### src/rtl/bf_pkg.sv
// Shared definitions for the brainfuck core and its data-side bridge.
package bf_pkg;

  // Byte width carried by the I/O streams.
  localparam int BYTE_W = 8;

  // Encoding of the core's data_w_sel / data_r_sel target bits.
  localparam logic SEL_MEM = 1'b0;
  localparam logic SEL_IO  = 1'b1;

  // Command encoding used by the core's decoder.
  typedef enum logic [2:0] {
    OP_INC  = 3'd0,  // +
    OP_DEC  = 3'd1,  // -
    OP_NEXT = 3'd2,  // >
    OP_PREV = 3'd3,  // <
    OP_OUT  = 3'd4,  // .
    OP_IN   = 3'd5,  // ,
    OP_JZ   = 3'd6,  // [
    OP_JNZ  = 3'd7   // ]
  } bf_op_e;

  // Source of the read data returned to the core one cycle after a request.
  typedef enum logic [1:0] {
    RD_NONE = 2'd0,
    RD_MEM  = 2'd1,
    RD_RX   = 2'd2
  } rd_src_e;

endpackage

### src/rtl/bf_sync_fifo.sv
// Single-clock FIFO with registered head output. A push into a full FIFO is
// accepted when a pop happens in the same cycle; pops on an empty FIFO and
// pushes that cannot be accepted are ignored (the caller flags them).
module bf_sync_fifo #(
  parameter int WIDTH       = 8,
  parameter int FDEPTH_LOG2 = 4
) (
  input  logic                   clk,
  input  logic                   rst,
  input  logic                   s_rst,
  input  logic                   push,
  input  logic                   pop,
  input  logic [WIDTH-1:0]       din,
  output logic [WIDTH-1:0]       dout,
  output logic                   full,
  output logic                   empty,
  output logic [FDEPTH_LOG2:0]   count
);

  localparam int                     DEPTH    = 1 << FDEPTH_LOG2;
  localparam logic [FDEPTH_LOG2:0]   CNT_FULL = {1'b1, {FDEPTH_LOG2{1'b0}}};
  localparam logic [FDEPTH_LOG2:0]   CNT_ZERO = {(FDEPTH_LOG2+1){1'b0}};
  localparam logic [FDEPTH_LOG2:0]   CNT_ONE  = (FDEPTH_LOG2+1)'(1);
  localparam logic [FDEPTH_LOG2-1:0] PTR_ZERO = {FDEPTH_LOG2{1'b0}};
  localparam logic [FDEPTH_LOG2-1:0] PTR_ONE  = FDEPTH_LOG2'(1);

  logic [WIDTH-1:0]       mem_q [DEPTH];
  logic [FDEPTH_LOG2-1:0] wr_ptr_q, wr_ptr_d;
  logic [FDEPTH_LOG2-1:0] rd_ptr_q, rd_ptr_d;
  logic [FDEPTH_LOG2:0]   count_q, count_d;
  logic                   do_push_s, do_pop_s;

  assign full      = (count_q == CNT_FULL);
  assign empty     = (count_q == CNT_ZERO);
  assign count     = count_q;
  assign dout      = mem_q[rd_ptr_q];
  assign do_pop_s  = pop & ~empty;
  assign do_push_s = push & (~full | do_pop_s);

  // Next-state for pointers and occupancy.
  always_comb begin
    wr_ptr_d = wr_ptr_q;
    rd_ptr_d = rd_ptr_q;
    count_d  = count_q;
    if (do_push_s) begin
      wr_ptr_d = wr_ptr_q + PTR_ONE;
    end else begin
      wr_ptr_d = wr_ptr_q;
    end
    if (do_pop_s) begin
      rd_ptr_d = rd_ptr_q + PTR_ONE;
    end else begin
      rd_ptr_d = rd_ptr_q;
    end
    case ({do_push_s, do_pop_s})
      2'b10:   count_d = count_q + CNT_ONE;
      2'b01:   count_d = count_q - CNT_ONE;
      default: count_d = count_q;
    endcase
  end

  // Pointer/occupancy registers; both resets discard the contents.
  always_ff @(posedge clk or posedge rst) begin
    if (rst) begin
      wr_ptr_q <= PTR_ZERO;
      rd_ptr_q <= PTR_ZERO;
      count_q  <= CNT_ZERO;
    end else if (s_rst) begin
      wr_ptr_q <= PTR_ZERO;
      rd_ptr_q <= PTR_ZERO;
      count_q  <= CNT_ZERO;
    end else begin
      wr_ptr_q <= wr_ptr_d;
      rd_ptr_q <= rd_ptr_d;
      count_q  <= count_d;
    end
  end

  // Storage array; contents are meaningless while the FIFO is empty.
  always_ff @(posedge clk) begin
    if (do_push_s) begin
      mem_q[wr_ptr_q] <= din;
    end
  end

endmodule

### src/rtl/bf_data_io.sv
// Data-side bridge behind the brainfuck core: routes memory requests to the
// data SRAM, "." writes into a TX byte FIFO and "," reads out of an RX FIFO,
// returning read data one cycle after the request.
module bf_data_io
  import bf_pkg::*;
#(
  parameter int AWIDTH      = 12,
  parameter int DWIDTH      = 16,
  parameter int FDEPTH_LOG2 = 4
) (
  input  logic              clk,
  input  logic              rst,
  input  logic              s_rst,
  input  logic [AWIDTH-1:0] dp_adr,
  input  logic [DWIDTH-1:0] data_out,
  input  logic              data_w_req,
  input  logic              data_w_sel,
  input  logic              data_r_req,
  input  logic              data_r_sel,
  output logic [DWIDTH-1:0] data_in,
  output logic              data_den,
  output logic              data_w_wait,
  output logic [AWIDTH-1:0] mem_adr,
  output logic [DWIDTH-1:0] mem_wdata,
  output logic              mem_we,
  output logic              mem_re,
  input  logic [DWIDTH-1:0] mem_rdata,
  output logic [7:0]        tx_data,
  output logic              tx_valid,
  input  logic              tx_ready,
  input  logic [7:0]        rx_data,
  input  logic              rx_valid,
  output logic              rx_ready,
  output logic              tx_ovf,
  output logic              rx_empty_rd
);

  logic                  tx_push_s, tx_pop_s, tx_full_s, tx_empty_s, tx_drop_s;
  logic [BYTE_W-1:0]     tx_dout_s;
  logic [FDEPTH_LOG2:0]  tx_count_unused_s;
  logic                  rx_push_s, rx_rd_s, rx_pop_s, rx_full_s, rx_empty_s;
  logic [BYTE_W-1:0]     rx_dout_s;
  logic [FDEPTH_LOG2:0]  rx_count_unused_s;
  logic                  mem_rd_s;
  rd_src_e               rd_src_q, rd_src_d;
  logic [BYTE_W-1:0]     rx_byte_q, rx_byte_d;
  logic                  tx_ovf_q, rx_empty_rd_q;

  // Memory path is a straight pass-through, including the core's clear phase.
  assign mem_adr   = dp_adr;
  assign mem_wdata = data_out;
  assign mem_we    = data_w_req & (data_w_sel == SEL_MEM);
  assign mem_rd_s  = data_r_req & (data_r_sel == SEL_MEM);
  assign mem_re    = mem_rd_s;

  // TX: a push into a full FIFO survives only if the consumer pops this cycle.
  assign tx_push_s   = data_w_req & (data_w_sel == SEL_IO);
  assign tx_pop_s    = ~tx_empty_s & tx_ready;
  assign tx_drop_s   = tx_push_s & tx_full_s & ~tx_pop_s;
  assign tx_valid    = ~tx_empty_s;
  assign tx_data     = tx_dout_s;
  assign data_w_wait = tx_full_s;

  // RX: the pop decision uses pre-edge occupancy, so there is no bypass.
  assign rx_ready  = ~rx_full_s;
  assign rx_push_s = rx_valid & ~rx_full_s;
  assign rx_rd_s   = data_r_req & (data_r_sel == SEL_IO);
  assign rx_pop_s  = rx_rd_s & ~rx_empty_s;

  assign tx_ovf      = tx_ovf_q;
  assign rx_empty_rd = rx_empty_rd_q;
  assign data_den    = (rd_src_q != RD_NONE);

  bf_sync_fifo #(.WIDTH(BYTE_W), .FDEPTH_LOG2(FDEPTH_LOG2)) u_tx_fifo (
    .clk   (clk),
    .rst   (rst),
    .s_rst (s_rst),
    .push  (tx_push_s),
    .pop   (tx_pop_s),
    .din   (data_out[BYTE_W-1:0]),
    .dout  (tx_dout_s),
    .full  (tx_full_s),
    .empty (tx_empty_s),
    .count (tx_count_unused_s)
  );

  bf_sync_fifo #(.WIDTH(BYTE_W), .FDEPTH_LOG2(FDEPTH_LOG2)) u_rx_fifo (
    .clk   (clk),
    .rst   (rst),
    .s_rst (s_rst),
    .push  (rx_push_s),
    .pop   (rx_pop_s),
    .din   (rx_data),
    .dout  (rx_dout_s),
    .full  (rx_full_s),
    .empty (rx_empty_s),
    .count (rx_count_unused_s)
  );

  // Select which source answers next cycle and capture the popped RX byte.
  always_comb begin
    rd_src_d  = RD_NONE;
    rx_byte_d = rx_byte_q;
    if (mem_rd_s) begin
      rd_src_d = RD_MEM;
    end else if (rx_pop_s) begin
      rd_src_d = RD_RX;
    end else begin
      rd_src_d = RD_NONE;
    end
    if (rx_pop_s) begin
      rx_byte_d = rx_dout_s;
    end else begin
      rx_byte_d = rx_byte_q;
    end
  end

  // Read-return state and sticky error flags.
  always_ff @(posedge clk or posedge rst) begin
    if (rst) begin
      rd_src_q      <= RD_NONE;
      rx_byte_q     <= {BYTE_W{1'b0}};
      tx_ovf_q      <= 1'b0;
      rx_empty_rd_q <= 1'b0;
    end else if (s_rst) begin
      rd_src_q      <= RD_NONE;
      rx_byte_q     <= {BYTE_W{1'b0}};
      tx_ovf_q      <= 1'b0;
      rx_empty_rd_q <= 1'b0;
    end else begin
      rd_src_q      <= rd_src_d;
      rx_byte_q     <= rx_byte_d;
      tx_ovf_q      <= tx_ovf_q | tx_drop_s;
      rx_empty_rd_q <= rx_empty_rd_q | (rx_rd_s & rx_empty_s);
    end
  end

  // Read data mux on the registered source; SRAM data arrives this cycle.
  always_comb begin
    data_in = {DWIDTH{1'b0}};
    case (rd_src_q)
      RD_MEM:  data_in = mem_rdata;
      RD_RX:   data_in = {{(DWIDTH-BYTE_W){1'b0}}, rx_byte_q};
      default: data_in = {DWIDTH{1'b0}};
    endcase
  end

endmodule

### config.mk
export PLATFORM = sky130hd
export DESIGN_NAME = bf_data_io
export DESIGN_NICKNAME = d
export VERILOG_FILES = /design/src/rtl/bf_pkg.sv /design/src/rtl/bf_sync_fifo.sv /design/src/rtl/bf_data_io.sv
export SDC_FILE = /design/constraint.sdc
export NUM_CORES = 1
export LEC_CHECK = 0
export ABC_AREA = 0
export BUFFER_PORTS_ARGS = -buffer_cell sky130_fd_sc_hd__buf_2
export CORE_MARGIN = 2
export CORE_UTILIZATION = 52
export DETAILED_ROUTE_END_ITERATION = 7
export PLACE_DENSITY_LB_ADDON = 0.12
export SYNTH_ARGS = -nofsm -noshare
export SYNTH_HDL_FRONTEND = slang
export SYNTH_HIERARCHICAL = 1
export SYNTH_SLANG_ARGS = --single-unit
### constraint.sdc
create_clock -name clk -period 3 [get_ports clk]
set_clock_uncertainty 0.2 [all_clocks]
set_input_delay 0.3 -clock clk [delete_from_list [all_inputs] [get_ports clk]]
set_output_delay 0.3 -clock clk [all_outputs]
set_load 0.01 [all_outputs]
==> results of run 1 <==
[state kept, by name, indices dropped and copies added (netlist names)]
signal,count
u_rx_fifo/mem_q,128
u_tx_fifo/mem_q,128
rx_byte_q,8
u_rx_fifo/count,5
u_tx_fifo/count,5
u_rx_fifo/rd_ptr_q,4
u_rx_fifo/wr_ptr_q,4
u_tx_fifo/rd_ptr_q,4
u_tx_fifo/wr_ptr_q,4
rd_src_q,2
rx_empty_rd,1
tx_ovf,1
[final cells by class]
class                           instances  area (µm²)
Timing Repair Buffer                  125         835
Clock inverter                         14         106
Clock buffer                           39         763
Fill cell                            1772        9630
Sequential cell                       294        8640
Multi-Input combinational cell        361        3690
Inverter                               25        96.3
Tap cell                              324         405
[worst reg2reg max path: cells and delay by family, from the launching register on]
| kind | cells | cell delay, ps |
|---|---|---|
| buffers and inverters | 1 | 50 |
| AND/OR/NAND/NOR | 6 | 1200 |
| adder cells (fa/ha/maj) | 1 | 280 |
| AO/OA/AOI/OAI | 3 | 730 |
| flip-flops | 1 | 400 |
[worst min path at each step]
stage / from / endpoint / slack, ps / cells after the start
2_1_floorplan: rst / rd_src_q[0] / -40 / 1
3_3_place_gp: rst / rd_src_q[0] / 180 / 2
3_5_place_dp: rst / rx_byte_q[3] / 180 / 2
4_1_cts: tx_ready / tx_ovf / 60 / 4
5_1_grt: tx_ready / tx_ovf / 110 / 4
6_report: tx_ready / tx_ovf / 90 / 4
[logic make-up (layout without fill, tap and decap cells)]
| logic type | count (synthesis) | in the layout | share of synthesized area, % |
|---|---|---|---|
| buffers and inverters | 93 | 203 | 3.88 |
| multiplexers | 82 | 82 | 12.9 |
| flip-flops | 294 | 294 | 68.0 |
| AO/OA/AOI/OAI | 76 | 76 | 4.63 |
| AND/OR/NAND/NOR | 168 | 168 | 7.47 |
| adder cells (fa/ha/maj) | 21 | 21 | 2.19 |
| XOR/XNOR | 14 | 14 | 0.965 |
[metrics by stage]
| step | hold WS (ps) | utilization [%] |
|---|---|---|
| 2_1_floorplan | -35.3 | - |
| 6_report | 93.1 | 60.2 |
| 3_3_place_gp | 179 | 55.4 |
| 5_1_grt | 106 | 60.2 |
| 4_1_cts | 64.7 | 59.9 |
| 3_5_place_dp | 179 | 55.4 |
[power by group through the flow]
stage / sequential [mW] / clock (mW) / combinational [mW]
floorplan: 4.77 / 0 / 1.50
global placement: 4.78 / 0 / 1.99
detailed placement: 4.79 / 0 / 2.07
CTS: 4.71 / 3.39 / 2.12
global route: 4.73 / 3.54 / 2.36
finish: 4.71 / 3.29 / 2.16
[cells in the final DEF, fill, tap and decap left out, types with 4 or more instances in the layout]
cell type	netlist	routed
nor2_1	31	29
and4_1	8	8
mux4_2	64	64
clkbuf_1	22	10
clkinv_2	0	4
nand3_1	4	4
clkinv_1	0	4
a21oi_1	8	8
dfrtp_1	38	34
mux2_4	4	4
xor2_1	10	10
o211ai_1	10	10
dfrtp_2	0	4
buf_2	9	80
clkbuf_16	0	29
and2_1	13	11
buf_4	29	19
xnor2_1	4	4
dlygate4sd3_1	0	22
nand2_1	22	22
nor2b_1	17	15
ha_1	19	16
a22oi_1	40	40
edfxtp_1	256	256
inv_1	25	24
mux2i_1	14	14
nand2b_1	24	22
and3_1	30	28
[metal layers]
metal / vias to the layer above / track usage, %
met2: 152 / 34.4
li1: 3060 / -
met1: 3464 / 26.9
met3: 52 / 2.61
met5: - / 0
met4: 0 / 5.61
[repair_timing]
item | in CTS | in global routing
hold buffers | 22 | 0
pin swaps | 2 | 3
setup buffers | 0 | 2
endpoints found under the setup margin | 16 | 98
endpoints found under the hold margin | 297 | 0
resized for setup | 3 | 12
==> impl_metrics.env, run 1 <==
export IMPL_drt_initial_drc_count=443
export IMPL_die_h_um=160
export IMPL_yosysWarnings=6
export IMPL_drv_cap=0
export IMPL_crit_type="flop to flop"
export IMPL_postSynthCellCount=748
export IMPL_cts_buffer_depth=3
export IMPL_grt_pass1_vias=6957
export IMPL_ys_ff_latch=294
export IMPL_ys_top_cells_by_count="edfxtp_1, mux4_2, a22oi_1"
export IMPL_crit_path_frequent_cell="nand2b_4"
export IMPL_syn_cell_area_um2=12700
export IMPL_portBuffers=80
export IMPL_yosysMostFrequentCell="edfxtp_1"
export IMPL_layout_worst_path_cycle_share_pct=98.5
export IMPL_htreeDepth=1
export IMPL_ant_nets=0
export IMPL_cp_num_buf_inv=1
export IMPL_yosysTopAreaCellShare_pct=60.5
export IMPL_dieArea_um2=25700
export IMPL_nNetsFinal=918
export IMPL_comb_power_share_pct=21.3
export IMPL_power_leakage_nw=5.16
export IMPL_antenna_found_initial=0
export IMPL_critPathMaxStageDelay_ps=560
export IMPL_synth_seq_area_share_pct=68.0
export IMPL_finalPower_mw=10.2
export IMPL_start_util_pct=52.6
export IMPL_setup_violations=0
export IMPL_ys_types=45
export IMPL_r2r_slack_ps=50
export IMPL_power_density_nw_per_um2=699
export IMPL_core_rowCount=57
export IMPL_slew_headroom_pct=45.6
export IMPL_die_w_um=160
export IMPL_cts_sinks=294
export IMPL_worstSetupPathDepth=11
export IMPL_slowest_stage="or4_4"
export IMPL_instances_no_fill=1182
export IMPL_path_max_fanout=4
export IMPL_worstReg2RegEnd="u_rx_fifo/count[4]"
export IMPL_switching_power_mw=2.65
export IMPL_synth_edff_count=256
export IMPL_synthArstFlopShare_pct=12.9
export IMPL_post_dp_hpwl_um=16400
export IMPL_required_ps=3250
export IMPL_globalplace_congestion=0.874
export IMPL_ir_drop_v=0.000544
export IMPL_crit_chain="or4_4, nor2_4, and3b_2, nand2b_4, or2_4, inv_4, ha_4, nand2b_4, a2111o_1, o22a_1, a31oi_1"
export IMPL_drc_errors=0
export IMPL_clock_latency_ps=540
export IMPL_wl_met3_um=914
export IMPL_hp_class="input pin to flop"
export IMPL_synth_nets=830
export IMPL_path_clk_slew_ps=60
export IMPL_vias_per_cell=5.69
export IMPL_num_antenna_cells=0
export IMPL_switching_share_pct=26.0
export IMPL_worstMarginPinSlew_ps=816
export IMPL_path_delay_family="simple AND/OR/NAND/NOR gates"
export IMPL_cts_tree="done"
export IMPL_grt_pass1_wl_um=39600
export IMPL_setup_worst_path_end_class="flop"
export IMPL_synth_flop_cell="edfxtp_1"
export IMPL_r2r_start="u_rx_fifo/count[2]"
export IMPL_clockPowerShare_pct=32.4
export IMPL_drv_slew=0
export IMPL_timing_final_ws_setup_ps=45.5
export IMPL_layout_area_overhead_vs_synth_pct=14.4
export IMPL_top_layer="met4"
export IMPL_status="finished clean"
export IMPL_drt_total_wl_um=25100
export IMPL_cts_made_buffers=29
export IMPL_met1_length_um=10600
export IMPL_synth_largest_area_cell="edfxtp_1"
export IMPL_dp_slack_ps=-67.3
export IMPL_crit_end="u_rx_fifo/count[4]"
export IMPL_fmax_mhz=338
export IMPL_ioPinCount=121
export IMPL_grt_max_degree=50
export IMPL_yosys_top_cells_area="edfxtp_1, mux4_2, dfrtp_1"
export IMPL_placed_cell_area_um2=13400
export IMPL_place_inst=1105
export IMPL_setup_tns_ps=0
export IMPL_rsz0062_at_grt="yes"
export IMPL_final_area_um2=14500
export IMPL_wl_met2_um=12900
export IMPL_drt_first_pass_iters=5
export IMPL_vias=6728
export IMPL_hold_viol=0
export IMPL_worstSetupStartpoint="u_rx_fifo/count[2]"
export IMPL_groute_usage_overall_pct=19.9
export IMPL_start_kind="flop"
export IMPL_post_route_cells_drive_above_1_share_pct=28.6
export IMPL_cts_root_buf="clkbuf_16"
export IMPL_r2r_cells=11
export IMPL_syn_area_per_cell_um2=17.0
export IMPL_drt_wirelength_per_cell_um=21.2
export IMPL_gr_total_overflow=0
export IMPL_seqPwrFrac_pct=46.3
export IMPL_core_um2=24200
export IMPL_period_minus_slack_ps=2950
export IMPL_p_int_mw=7.52
export IMPL_crit_arrival_ps=3200
Note: power is estimated with default switching activity, not from simulation.
==> run 2: changes to the inputs <==
--- a/config.mk
+++ b/config.mk
@@ -8,7 +8,7 @@
 export ABC_AREA = 0
 export BUFFER_PORTS_ARGS = -buffer_cell sky130_fd_sc_hd__buf_2
 export CORE_MARGIN = 2
-export CORE_UTILIZATION = 52
+export CORE_UTILIZATION = 53
 export DETAILED_ROUTE_END_ITERATION = 7
 export PLACE_DENSITY_LB_ADDON = 0.12
 export SYNTH_ARGS = -nofsm -noshare
==> impl_metrics.env, run 2 (synthesized netlist as in run 1, its figures left out) <==
export IMPL_ant_nets=0
export IMPL_drv_cap=0
export IMPL_power_density_nw_per_um2=716
export IMPL_grt_max_degree=50
export IMPL_drt_first_pass_iters=5
export IMPL_portBuffers=80
export IMPL_clock_latency_ps=540
export IMPL_post_route_cells_drive_above_1_share_pct=30.7
export IMPL_r2r_cells=11
export IMPL_post_dp_hpwl_um=17500
export IMPL_largestRegisters="u_rx_fifo/mem_q: 128 flops, u_tx_fifo/mem_q: 128 flops, rx_byte_q: 8 flops"
export IMPL_rsz0062_at_grt="yes"
export IMPL_crit_type="flop to flop"
export IMPL_start_util_pct=54.0
export IMPL_path_clk_slew_ps=60
export IMPL_gr_total_overflow=0
export IMPL_final_cell_mix="edfxtp_1, buf_2, mux4_2, a22oi_1"
export IMPL_whs_path_depth=1
export IMPL_dieArea_um2=25200
export IMPL_ir_drop_v=0.000552
export IMPL_vias_per_cell=5.95
export IMPL_cts_tree="done"
export IMPL_hp_class="input pin to flop"
export IMPL_power_leakage_nw=5.19
export IMPL_cts_made_buffers=30
export IMPL_die_w_um=159
export IMPL_drt_initial_drc_count=645
export IMPL_drc_errors=0
export IMPL_fmax_mhz=329
export IMPL_cts_buffer_depth=3
export IMPL_drt_total_wl_um=26700
export IMPL_worstSetupStartpoint="u_rx_fifo/count[1]"
export IMPL_status="finished, violations left"
export IMPL_drt_wirelength_per_cell_um=22.7
export IMPL_timing_final_ws_setup_ps=-42.1
export IMPL_groute_usage_overall_pct=21.4
export IMPL_path_max_fanout=4
export IMPL_min_to="u_tx_fifo/mem_q[10][0]"
export IMPL_min_delay_start="data_out[0]"
export IMPL_period_minus_slack_ps=3040
export IMPL_hold_viol=0
export IMPL_cts_sinks=294
export IMPL_hold_slack_ps=12.0
export IMPL_instances_no_fill=1176
export IMPL_setup_violations=1
export IMPL_grt_pass1_vias=7148
export IMPL_core_rowCount=56
export IMPL_r2r_start="u_rx_fifo/count[1]"
export IMPL_antenna_found_initial=0
export IMPL_ioPinCount=121
export IMPL_required_ps=3260
export IMPL_htreeDepth=1
export IMPL_num_antenna_cells=0
export IMPL_slew_headroom_pct=44.2
export IMPL_setup_worst_path_end_class="flop"
export IMPL_core_um2=23500
export IMPL_worstMarginPinSlew_ps=837
export IMPL_cts_root_buf="clkbuf_16"
export IMPL_grt_pass1_wl_um=41500
export IMPL_drv_slew=0
export IMPL_layout_area_overhead_vs_synth_pct=15.2
export IMPL_start_kind="flop"
export IMPL_globalplace_congestion=0.864
export IMPL_crit_arrival_ps=3300
export IMPL_r2r_slack_ps=-40
export IMPL_nNetsFinal=922
export IMPL_vias=6992
export IMPL_worstReg2RegEnd="u_rx_fifo/count[4]"
export IMPL_place_inst=1100
export IMPL_layout_worst_path_cycle_share_pct=101
export IMPL_layout_commonest_cell="edfxtp_1"
export IMPL_die_h_um=159
export IMPL_violations="setup timing"
[run 2: changes by cell type in the layout (fill, tap and decap cells not counted), sizes merged]
cell and delta:
buf +4, clkinvlp -2, bufinv +1, clkbuf -1, inv -1, dlygate4sd3 -1, clkinv -1
[run 2: how the worst max path moves through the flow]
stage                              end  cells past startpoint
floorplan           u_rx_fifo/count[4]                     13
global placement    u_rx_fifo/count[4]                     11
detailed placement  u_rx_fifo/count[4]                     11
CTS                 u_rx_fifo/count[4]                     11
global route        u_rx_fifo/count[4]                     11
finish              u_rx_fifo/count[4]                     11
[run 2: area by class of cell]
type | count | area, µm²
Fill cell | 1762 | 8900
Sequential cell | 294 | 8650
Multi-Input combinational cell | 361 | 3750
Timing Repair Buffer | 128 | 838
Clock buffer | 38 | 802
Tap cell | 319 | 399
Clock inverter | 11 | 106
Inverter | 25 | 96.3
[run 2: stage by stage]
stage	cell area (µm²)	setup WS [ps]	TNS, ps	total power, mW	util [%]
floorplan	12800	-103	-103	6.27	-
global placement	13400	6.41	0	6.81	56.8
detailed placement	13400	-57.7	-714	6.90	56.8
CTS	14500	-34.9	-34.9	10.4	61.5
global route	14600	-132	-135	10.9	62.2
finish	14600	-42.1	-42.1	10.5	62.2
[run 2: power by group]
group | total (mW) | internal [mW] | switching (mW)
logic | 2.28 | 1.09 | 1.19
registers | 4.73 | 4.61 | 0.123
clock network | 3.47 | 2.03 | 1.43
[run 2: what timing repair did]
item,in CTS,in global routing
pin swaps,0,2
endpoints found under the hold margin,243,1
buffers inserted,0,6
setup endpoints to repair,98,170
gates resized for setup,3,36
hold buffers,20,1
[run 2: layer usage]
layer  global-route usage, %  vias to the layer above  wire (µm)  part of all wire [%]
met5                       0                        -          0                     0
met4                    3.76                        0        305                   1.1
met3                    4.81                       26       2300                   8.6
met2                    32.1                      302      12000                    45
met1                    32.9                     3590      12100                    45
li1                        -                     3074          -                     -
[run 2: worst max-delay path: stages, from the launching register on]
cell      delay [ps]
dfrtp_2          450
or4_4            550
nor2_4           120
and3b_2          250
nand2b_4          80
or2_4            140
inv_4             50
ha_4             290
nand2b_4          60
a2111o_1         420
o22a_1           200
a31oi_1          140
==> run 3: changes to the inputs <==
--- a/config.mk
+++ b/config.mk
@@ -5,10 +5,10 @@
 export SDC_FILE = /design/constraint.sdc
 export NUM_CORES = 1
 export LEC_CHECK = 0
-export ABC_AREA = 0
+export ABC_AREA = 1
 export BUFFER_PORTS_ARGS = -buffer_cell sky130_fd_sc_hd__buf_2
 export CORE_MARGIN = 2
-export CORE_UTILIZATION = 53
+export CORE_UTILIZATION = 54
 export DETAILED_ROUTE_END_ITERATION = 7
 export PLACE_DENSITY_LB_ADDON = 0.12
 export SYNTH_ARGS = -nofsm -noshare
==> impl_metrics.env, run 3 <==
export IMPL_status="finished clean"
export IMPL_layout_worst_path_cycle_share_pct=94.8
export IMPL_nNetsFinal=1293
export IMPL_groute_usage_overall_pct=22.1
export IMPL_final_cell_mix="edfxtp_1, nor2_1, nand2_1, o21ai_0, buf_2"
export IMPL_layout_commonest_cell="edfxtp_1"
export IMPL_path_max_fanout=42
export IMPL_cts_sinks=294
export IMPL_syn_area_per_cell_um2=11.4
export IMPL_yosysMostFrequentCell="edfxtp_1"
export IMPL_start_kind="flop"
export IMPL_vias_per_cell=5.43
export IMPL_drc_errors=0
export IMPL_wl_met3_um=1210
export IMPL_cts_made_buffers=29
export IMPL_vias=8453
export IMPL_synth_edff_count=256
export IMPL_critPathMaxStageDelay_ps=440
export IMPL_layout_area_overhead_vs_synth_pct=11.7
export IMPL_grt_pass1_wl_um=44300
export IMPL_setup_violations=0
export IMPL_required_ps=2500
export IMPL_finish_utilization_pct=60.8
export IMPL_synth_nets=1229
export IMPL_path_delay_family="buffers and inverters"
export IMPL_seq_area_um2=8640
export IMPL_cp_num_buf_inv=3
export IMPL_grt_pass1_vias=8341
export IMPL_ant_nets=0
export IMPL_n_fill_cell=1990
export IMPL_power_leakage_nw=5.40
export IMPL_die_w_um=160
export IMPL_portBuffers=80
export IMPL_gr_total_overflow=0
export IMPL_synthArstFlopShare_pct=12.9
export IMPL_core_um2=24100
export IMPL_min_delay_start="data_out[0]"
export IMPL_worstReg2RegEnd="u_rx_fifo/count[4]"
export IMPL_grt_max_degree=69
export IMPL_min_to="u_tx_fifo/mem_q[10][0]"
export IMPL_crit_chain="inv_2, buf_4, nor2_1, nor2_1, o21ai_0, o211ai_1, nand3_1, nand2_1, buf_2"
export IMPL_r2r_start="u_rx_fifo/count[4]"
export IMPL_drv_cap=0
export IMPL_r2r_cells=15
export IMPL_path_clk_slew_ps=60
export IMPL_ioPinCount=121
export IMPL_drt_total_wl_um=28100
export IMPL_syn_cell_area_um2=13100
export IMPL_met1_length_um=11600
export IMPL_ys_top_cells_by_count="edfxtp_1, nor2_1, nand2_1"
export IMPL_whs_path_depth=1
export IMPL_start_util_pct=54.4
export IMPL_final_area_um2=14600
export IMPL_multi_input_area_um2=3700
export IMPL_dp_slack_ps=224
export IMPL_worstMarginPinSlew_ps=1130
export IMPL_synth_flop_cell="edfxtp_1"
export IMPL_placed_cell_area_um2=13500
export IMPL_rsz0062_at_grt="no"
export IMPL_dieArea_um2=25500
export IMPL_globalplace_congestion=0.796
export IMPL_cts_root_buf="clkbuf_16"
export IMPL_post_dp_hpwl_um=17600
export IMPL_ys_types=34
export IMPL_r2r_slack_ps=260
export IMPL_cts_tree="done"
export IMPL_post_cts_buffers=0
export IMPL_yosysWarnings=6
export IMPL_crit_arrival_ps=2340
export IMPL_clock_latency_ps=550
export IMPL_setup_tns_ps=0
export IMPL_synth_seq_area_share_pct=65.9
export IMPL_crit_path_frequent_cell="nor2_1"
export IMPL_setup_worst_path_end_class="output port"
export IMPL_cts_buffer_depth=3
export IMPL_post_route_cells_drive_above_1_share_pct=16.7
export IMPL_yosysTopAreaCellShare_pct=58.6
export IMPL_htreeDepth=1
export IMPL_top_layer="met4"
export IMPL_core_rowCount=57
export IMPL_drt_initial_drc_count=465
export IMPL_slew_headroom_pct=24.0
export IMPL_wl_met2_um=14500
export IMPL_num_antenna_cells=0
export IMPL_period_minus_slack_ps=2840
export IMPL_ys_ff_latch=294
export IMPL_power_density_nw_per_um2=573
export IMPL_slowest_stage="buf_4"
export IMPL_synth_largest_area_cell="edfxtp_1"
export IMPL_crit_type="flop to output port"
export IMPL_fmax_mhz=352
export IMPL_largestRegisters="u_rx_fifo/mem_q: 128 flops, u_tx_fifo/mem_q: 128 flops, rx_byte_q: 8 flops"
export IMPL_drv_slew=0
export IMPL_drt_wirelength_per_cell_um=18.1
export IMPL_cts_resized=0
export IMPL_antenna_found_initial=0
export IMPL_hold_viol=0
export IMPL_hp_class="input pin to flop"
export IMPL_worstSetupPathDepth=9
export IMPL_timing_final_ws_setup_ps=156
export IMPL_drt_first_pass_iters=5
export IMPL_die_h_um=160
export IMPL_postSynthCellCount=1147
export IMPL_ir_drop_v=0.000463
export IMPL_yosys_top_cells_area="edfxtp_1, dfrtp_1, nor2_1"
==> run 3: cell count changes in the layout (fill, tap and decap cells not counted), sizes merged, moves of 39 or more <==
cell	delta
o211ai	+54
nand2	+95
o21ai	+130
nand3	+75
a22oi	-40
nor2	+213
mux4	-64
inv	+39
==> run 3: repair_timing <==
item | CTS | global route
endpoints found under the hold margin | 273 | 0
hold buffers | 21 | 0
endpoints found under the setup margin | 0 | 0
==> run 3: through the flow <==
step | power [mW] | std cells | hold slack [ps]
floorplan | 4.91 | 1147 | -35.3
global placement | 5.07 | 1483 | 155
detailed placement | 5.08 | 1483 | 157
CTS | 8.46 | 1558 | 6.74
global route | 8.65 | 1558 | 9.91
finish | 8.39 | 1558 | 9.26
==> run 3: worst register-to-register path: stages (launching register included) <==
cell and delay [ps]:
dfrtp_1 410, inv_1 90, nand3_2 150, inv_1 110
nor2_1 320, nand3b_2 220, inv_1 190, ha_1 300
a21oi_1 220, nand2_1 70, nand2_1 80, nand2_1 60
nand2_1 60, nand2_1 50, nand2_1 60, nand2_1 40
==> run 3: layout make-up <==
| class | instances | share of cell area [%] |
|---|---|---|
| Tap cell | 324 | 2.77 |
| Timing Repair Buffer | 115 | 5.14 |
| Sequential cell | 294 | 59.0 |
| Clock inverter | 17 | 0.743 |
| Clock buffer | 37 | 5.37 |
| Multi-Input combinational cell | 705 | 25.3 |
| Inverter | 66 | 1.69 |
==> run 3: routing by layer <==
layer / vias up / GRT usage, %
met5: - / 0
met4: 0 / 7.99
met3: 61 / 2.52
met2: 227 / 39.7
met1: 4041 / 27.9
li1: 4124 / -
==> run 3: where the power goes <==
| part | internal [mW] | leakage (nW) | switching, mW |
|---|---|---|---|
| combinational | 0.145 | 2.13 | 0.338 |
| clock | 1.93 | 0.444 | 1.46 |
| sequential | 4.50 | 2.83 | 0.0236 |
==> run 3: cells by family after synthesis <==
group	after synthesis	share of synthesized area, %
and+or+nand+nor	458	15.6
DFF	294	65.9
AOI/OAI and AO/OA	218	9.96
buffers and inverters	148	5.87
adders and majority gates	21	2.12
xor gates and xnor gates	8	0.535
==> run 3: worst max-delay path by stage <==
stage                          start                     to
6_report       u_tx_fifo/rd_ptr_q[0]             tx_data[7]
5_1_grt        u_tx_fifo/rd_ptr_q[0]             tx_data[0]
4_1_cts        u_tx_fifo/rd_ptr_q[0]             tx_data[0]
3_5_place_dp      u_rx_fifo/count[4]  u_rx_fifo/mem_q[7][5]
3_3_place_gp      u_rx_fifo/count[4]  u_rx_fifo/mem_q[7][4]
2_1_floorplan     u_rx_fifo/count[4]     u_rx_fifo/count[4]
